$ cat src/rtl/muldiv_sequencer_pkg.sv
// Shared types and constants for the multi-cycle multiply/divide sequencer.
package muldiv_sequencer_pkg;

  localparam int MD_WORD   = 32;
  localparam int MD_DWORD  = 64;
  localparam int MD_N_ITER = 32;

  typedef enum logic [1:0] {
    MD_MULT  = 2'd0,
    MD_MULTU = 2'd1,
    MD_DIV   = 2'd2,
    MD_DIVU  = 2'd3
  } md_op_e;

  typedef enum logic [1:0] {
    ST_IDLE,
    ST_RUN,
    ST_DONE
  } md_state_e;

  function automatic logic is_div_op(md_op_e op);
    return (op == MD_DIV) || (op == MD_DIVU);
  endfunction

  function automatic logic is_signed_op(md_op_e op);
    return (op == MD_MULT) || (op == MD_DIV);
  endfunction

endpackage

$ cat src/rtl/muldiv_sequencer_if.sv
// Decoder / register-file side of the multiply/divide sequencer.
interface muldiv_sequencer_if;
  import muldiv_sequencer_pkg::*;

  logic                 start;
  md_op_e               op;
  logic [MD_WORD-1:0]   rs;
  logic [MD_WORD-1:0]   rt;
  logic                 stall;
  logic                 busy;
  logic                 hilo_wr_en;
  logic [MD_DWORD-1:0]  hilo_wr_data;

  modport master (
    output start, op, rs, rt,
    input  stall, busy, hilo_wr_en, hilo_wr_data
  );

  modport slave (
    input  start, op, rs, rt,
    output stall, busy, hilo_wr_en, hilo_wr_data
  );

endinterface

$ cat src/rtl/muldiv_sequencer_step.sv
// One iteration of shift-add multiply or restoring divide on a 64-bit
// accumulator. Multiply: acc = {partial product, remaining multiplier}.
// Divide: acc = {partial remainder, remaining dividend / quotient bits}.
module muldiv_step
  import muldiv_sequencer_pkg::*;
(
  input  logic                is_div,
  input  logic [MD_DWORD-1:0] acc,
  input  logic [MD_WORD-1:0]  operand,
  output logic [MD_DWORD-1:0] acc_next,
  output logic                q_bit
);

  logic [MD_WORD:0]   sum;
  logic [MD_WORD:0]   rem_sh;
  logic [MD_WORD-1:0] diff;

  // Combinational single step; quotient bit left to the caller to insert.
  always_comb begin
    // NOTE: every output of a combinational block gets a default first so
    // no path through it can infer a latch.
    acc_next = '0;
    q_bit    = 1'b0;
    sum      = {1'b0, acc[63:32]} + {1'b0, (acc[0] ? operand : '0)};
    rem_sh   = {acc[63:32], acc[31]};
    // True difference is below the divisor whenever it is used, so 32 bits suffice.
    diff     = rem_sh[MD_WORD-1:0] - operand;
    if (is_div) begin
      q_bit    = (rem_sh >= {1'b0, operand});
      acc_next = {(q_bit ? diff : rem_sh[MD_WORD-1:0]), acc[30:0], 1'b0};
    end else begin
      acc_next = {sum, acc[31:1]};
    end
  end

endmodule

$ cat src/rtl/muldiv_sequencer.sv
// Multi-cycle MULT/MULTU/DIV/DIVU controller owning all HI/LO writes.
// Stalls the pipeline while iterating, then issues one {HI,LO} write strobe.
module muldiv_sequencer
  import muldiv_sequencer_pkg::*;
#(
  parameter int N_ITER = MD_N_ITER
) (
  input  logic          clk_cpu,
  input  logic          reset,
  muldiv_sequencer_if.slave md
);

  localparam int CW = $clog2(N_ITER);

  md_state_e            state_q;
  logic [CW-1:0]        cnt_q;
  md_op_e               op_q;
  logic [MD_DWORD-1:0]  acc_q;
  logic [MD_WORD-1:0]   operand_q;
  logic                 neg_res_q;
  logic                 neg_rem_q;
  logic                 div0_q;
  logic                 wr_en_q;
  logic [MD_DWORD-1:0]  wr_data_q;

  logic [MD_DWORD-1:0]  step_acc;
  logic                 q_bit;
  logic [MD_DWORD-1:0]  acc_nx;
  logic [MD_DWORD-1:0]  result;
  logic                 sign_a;
  logic                 sign_b;
  logic [MD_WORD-1:0]   mag_a;
  logic [MD_WORD-1:0]   mag_b;

  muldiv_step u_step (
    .is_div   (is_div_op(op_q)),
    .acc      (acc_q),
    .operand  (operand_q),
    .acc_next (step_acc),
    .q_bit    (q_bit)
  );

  assign acc_nx = step_acc | {{(MD_DWORD-1){1'b0}}, q_bit};

  // Operand magnitudes and signs as seen at the accept edge.
  always_comb begin
    sign_a = is_signed_op(md.op) & md.rs[MD_WORD-1];
    sign_b = is_signed_op(md.op) & md.rt[MD_WORD-1];
    mag_a  = sign_a ? -md.rs : md.rs;
    mag_b  = sign_b ? -md.rt : md.rt;
  end

  // Sign fix-up of the final iteration's accumulator into {HI,LO}.
  always_comb begin
    result = '0;
    if (is_div_op(op_q)) begin
      result[63:32] = neg_rem_q ? -acc_nx[63:32] : acc_nx[63:32];
      // Divide by zero reports all-ones quotient regardless of signs.
      result[31:0]  = div0_q ? '1 : (neg_res_q ? -acc_nx[31:0] : acc_nx[31:0]);
    end else begin
      result = neg_res_q ? -acc_nx : acc_nx;
    end
  end

  // Control FSM, iteration counter and datapath registers.
  always_ff @(posedge clk_cpu) begin
    if (reset) begin
      // NOTE: sequential state uses non-blocking assignments so every register
      // samples pre-edge values; the accumulator/operand registers are left
      // out of reset since they are always loaded at the accept edge.
      state_q   <= ST_IDLE;
      cnt_q     <= '0;
      wr_en_q   <= 1'b0;
      wr_data_q <= '0;
    end else begin
      case (state_q)
        ST_IDLE: begin
          wr_en_q <= 1'b0;
          if (md.start) begin
            op_q      <= md.op;
            neg_res_q <= sign_a ^ sign_b;
            neg_rem_q <= sign_a;
            div0_q    <= (md.rt == '0);
            if (is_div_op(md.op)) begin
              acc_q     <= {{MD_WORD{1'b0}}, mag_a};
              operand_q <= mag_b;
            end else begin
              acc_q     <= {{MD_WORD{1'b0}}, mag_b};
              operand_q <= mag_a;
            end
            cnt_q   <= CW'(N_ITER - 1);
            state_q <= ST_RUN;
          end
        end
        ST_RUN: begin
          acc_q <= acc_nx;
          cnt_q <= cnt_q - 1'b1;
          if (cnt_q == '0) begin
            wr_data_q <= result;
            wr_en_q   <= 1'b1;
            state_q   <= ST_DONE;
          end
        end
        ST_DONE: begin
          wr_en_q <= 1'b0;
          state_q <= ST_IDLE;
        end
        default: state_q <= ST_IDLE;
      endcase
    end
  end

  assign md.stall        = (state_q == ST_IDLE) ? md.start : (state_q == ST_RUN);
  assign md.busy         = (state_q != ST_IDLE);
  assign md.hilo_wr_en   = wr_en_q;
  assign md.hilo_wr_data = wr_data_q;

endmodule

$ cat src/flat_wrapper.sv
// flat-port wrapper written by rule: the top's interface ports become plain ports
module muldiv_sequencer_flat import muldiv_sequencer_pkg::*;
#(
  parameter int N_ITER = MD_N_ITER
)
  (clk_cpu, reset, md_start, md_op, md_rs, md_rt, md_stall, md_busy, md_hilo_wr_en, md_hilo_wr_data);
  muldiv_sequencer_if md_i ();
  input  logic clk_cpu;
  input  logic reset;
  input wire logic [$bits(md_i.start)-1:0] md_start;
  input wire logic [$bits(md_i.op)-1:0] md_op;
  input wire logic [$bits(md_i.rs)-1:0] md_rs;
  input wire logic [$bits(md_i.rt)-1:0] md_rt;
  output wire logic [$bits(md_i.stall)-1:0] md_stall;
  output wire logic [$bits(md_i.busy)-1:0] md_busy;
  output wire logic [$bits(md_i.hilo_wr_en)-1:0] md_hilo_wr_en;
  output wire logic [$bits(md_i.hilo_wr_data)-1:0] md_hilo_wr_data;
  assign md_i.start = md_start;
  assign md_i.op = md_op;
  assign md_i.rs = md_rs;
  assign md_i.rt = md_rt;
  assign md_stall = md_i.stall;
  assign md_busy = md_i.busy;
  assign md_hilo_wr_en = md_i.hilo_wr_en;
  assign md_hilo_wr_data = md_i.hilo_wr_data;
  muldiv_sequencer #(.N_ITER(N_ITER)) u_core (.clk_cpu(clk_cpu), .reset(reset), .md(md_i));
endmodule
$ cat config.mk
export PLATFORM = sky130hd
export DESIGN_NAME = muldiv_sequencer_flat
export DESIGN_NICKNAME = d
export VERILOG_FILES = /design/src/rtl/muldiv_sequencer_pkg.sv /design/src/rtl/muldiv_sequencer_if.sv /design/src/rtl/muldiv_sequencer_step.sv /design/src/rtl/muldiv_sequencer.sv /design/src/flat_wrapper.sv
export SDC_FILE = /design/constraint.sdc
export NUM_CORES = 1
export LEC_CHECK = 0
export BUFFER_PORTS_ARGS = -buffer_cell sky130_fd_sc_hd__buf_2
export CORE_ASPECT_RATIO = 1.75
export CORE_MARGIN = 2
export CORE_UTILIZATION = 42
export CTS_CLUSTER_SIZE = 14
export DETAILED_ROUTE_END_ITERATION = 8
export PLACE_DENSITY = 0.62
export REMOVE_ABC_BUFFERS = 1
export SLEW_MARGIN = 20
export SYNTH_ARGS = -nofsm -noshare
export SYNTH_HDL_FRONTEND = slang
export SYNTH_HIERARCHICAL = 1
export SYNTH_SLANG_ARGS = --single-unit
$ cat constraint.sdc
create_clock -name clk_cpu -period 7.7 [get_ports clk_cpu]
set_clock_uncertainty 0.05 [all_clocks]
set_input_delay 1.925 -clock clk_cpu [delete_from_list [all_inputs] [get_ports clk_cpu]]
set_output_delay 1.925 -clock clk_cpu [all_outputs]
set_load 0.1 [all_outputs]
==> flow_summary_export.csv <==
group,metric,value,unit
power_and_ir_drop,power,3.667,mW
global_route,grt_usage,28.33,%
synthesis,synth_xor_area_share,9.417,%
placed_design,dp.final_hpwl,41310,µm
timing,rsz0062_at_grt,"no",
timing,worstMarginPinSlew,1229,ps
synthesis,syn_area_per_cell,8.431,µm²
global_route,grt_pass1_wl,79100,µm
synthesis,ys_warn_count,6,
layout,drive_above_1_share,14.91,%
global_route,grt_max_degree,65,
clock_tree,cts_buffers,17,
worst_setup_path,worst-setup-path-type,"reg2reg",
clock_tree,clk_latency,450,ps
layout,fin_nets,1972,
route,vias,13880,
clock_tree,cts_resized,0,
die,core-area,34460,µm²
synthesis,synth_ff_type,"edfxtp_1",
job,max_cap_viol_count,0,
timing,setup_viol,0,
synthesis,synth_compound_area_share,22.09,%
worst_setup_path,crit_buf_inv,1,
layout,diodes,0,
clock_tree,cts.clk_slew.worst_paths,70,ps
synthesis,synth_top_area_cell,"edfxtp_1",
synthesis,synth_fa_ha_area_share,6.147,%
placed_design,place_ws,1907,ps
synthesis,synth_edf_count,100,
layout,final_util,47.33,%
route,drt_wl_total,52930,µm
timing,report.final.slew_viol_count,0,
clock_tree,clock_sinks,172,
clock_tree,cts_tree,"built",
worst_hold_path,hp-class,"reg2reg",
route,drtAntennaViolNets,0,
timing,hold_viol_final,0,
clock_tree,htreeDepth,4,
route,post-route-drc-count,0,
timing,period_minus_slack,5913,ps
synthesis,syn_inst,1743,
power_and_ir_drop,leakagePower,6.543,nW
synthesis,synth_cell_types,96,
die,io-pin-count,136,
timing,fin_ws,1787,ps
timing,period_share,76.80,%
clock_tree,cts_setup_buffers,0,
synthesis,ys_async_sr_fraction,0,%
worst_setup_path,cp_slowest_cell,"or4b_2",
route,wl_per_cell,22.96,µm
die,start_util,42.65,%
worst_setup_path,crit_path_max_incr_delay,590,ps
power_and_ir_drop,ir_worst_vdd,162.8,µV
placed_design,portBuffers,135,
clock_tree,root_buffer,"clkbuf_16",
synthesis,synth.most_common_cell,"a21oi_1",
worst_setup_path,worstPathRequired,8040,ps
route,drtPass1Iterations,8,
synthesis,synthDominantCellAreaShare,20.43,%
route,via_per_inst,6.021,
die,chipWidth,145.4,µm
clock_tree,hold_buffers,0,
status,status,"complete, no violations",
worst_setup_path,worstSetupStartpointType,"flop",
die,dieArea,36560,µm²
timing,relSlewSlack,18.10,%
synthesis,synth-simple-area-share,20.95,%
worst_setup_path,path_cells,"ha_1 > nor2b_1 > o31ai_2 > a21o_1 > a21o_1 > a21oi_4 > a31o_4 > o21a_2 > buf_4 > and2_1 > nor2_1 > ha_1 > or4b_2 > nor4_1 > a31o_2 > o21ai_0 > or4b_1 > nand3_1",
synthesis,syn_area,14700,µm²
placed_design,gp_congestion,0.9588,
synthesis,netlist_top_cells_count,"a21oi_1, nor2_1, nand2_1",
global_route,grt_pass1_vias,13920,
die,die_h,251.4,µm
worst_setup_path,crit_family,"compound AO/OA/AOI/OAI gates",
worst_setup_path,crit_path_end_kind,"flop",
global_route,antenna_found_initial,0,
timing,tns,0,ps
synthesis,yosys-top-cells-area,"edfxtp_1, dfxtp_1, ha_1",
worst_setup_path,path_max_fanout,18,
die,rows,90,
clock_tree,cts.path.max_buffers,2,
synthesis,ys_seq_elements,172,
timing,max_freq,169.1,MHz
route,drt_iter0_drc,1072,
layout,syn2layout_area_growth,10.98,%
synthesis,synth_top_family_by_area,"compound AO/OA/AOI/OAI gates",
synthesis,synth_mux_area_share,6.667,%
synthesis,ys_seq_area_share,30.24,%
worst_setup_path,critPathArrivalTime,6260,ps
power_and_ir_drop,p_per_area,224.8,nW/µm²
global_route,gr-total-overflow,0,
kinds of logic (layout without fill, tap and decap cells):
group                    after synthesis  in the layout
multiplexers                          93             93
adder cells (fa/ha/maj)               71             71
buffers and inverters                157            259
AO/OA/AOI/OAI                        494            494
XOR/XNOR                             158            158
AND/OR/NAND/NOR                      598            598
flip-flops                           172            172
per-layer routing:
layer | up-vias | wire length [µm] | global-route usage (%)
li1 | 6580 | - | -
met1 | 6617 | 18130 | 27.13
met2 | 494 | 27680 | 53.22
met3 | 188 | 1729 | 2.658
met4 | 0 | 5392 | 25.46
met5 | - | 0 | 0
sequential cells by signal (all words and copies together) (netlist names), 2 cells and up:
signal,flops
u_core/operand_q,32
u_core/state_q,2
u_core/md.hilo_wr_data,64
u_core/cnt_q,5
u_core/acc_q,64
tightest hold or removal path: stages, from the launching register on:
cell and delay, ps:
dfxtp_1 330, nand2_1 50, o21ai_0 60
metrics by stage:
| stage | hold slack, ps | area (µm²) | cells |
|---|---|---|---|
| after CTS | 411.6 | 16310 | 2305 |
| after floorplan | 433.8 | 14300 | 1657 |
| after global placement | 385.2 | 15720 | 2273 |
| after global routing | 429.2 | 16310 | 2305 |
| final | 410.6 | 16310 | 2305 |
| after detailed placement | 393.8 | 15720 | 2273 |
where the power goes:
group | switching (mW) | internal [mW] | leakage [nW]
logic | 1.12 | 0.526 | 4.73
registers | 0.0627 | 1.09 | 1.53
clock network | 0.427 | 0.442 | 0.285
final timing paths:
path                                    from                    endpoint  slack, ps  cells past startpoint
hold reg to reg   u_core/md.hilo_wr_data[41]  u_core/md.hilo_wr_data[41]        410                      2
setup reg to reg            u_core/acc_q[32]  u_core/md.hilo_wr_data[40]       1790                     18
hold / removal    u_core/md.hilo_wr_data[41]  u_core/md.hilo_wr_data[41]        410                      2
setup / recovery            u_core/acc_q[32]  u_core/md.hilo_wr_data[40]       1790                     18
cell usage in the layout (no fill, tap or decap), drive strengths merged, types with 8 or more instances in the layout:
cell type,n
a211oi,30
a21boi,8
a21o,34
a21oi,159
a31oi,24
and2,70
and3,16
buf,156
clkbuf,18
dfxtp,72
edfxtp,100
ha,69
inv,78
mux2,36
mux2i,57
nand2,115
nand2b,17
nand3,39
nand4,17
nor2,151
nor2b,14
nor3,56
nor3b,8
nor4,28
o211ai,12
o21a,14
o21ai,102
o21bai,10
o22ai,12
o31a,8
o31ai,25
o41ai,8
or2,15
or3,19
or4,14
xnor2,91
xor2,67
area by class of cell:
class / count / area [µm²]
clock buffer: 18 / 439.2
sequential: 172 / 4444
tap: 460 / 575.6
inverter: 71 / 266.5
clock inverter: 14 / 146.4
fill: 3508 / 18150
multi-input combinational: 1414 / 9604
timing repair buffer: 156 / 833.3
Note: power is estimated with default switching activity, not from simulation.
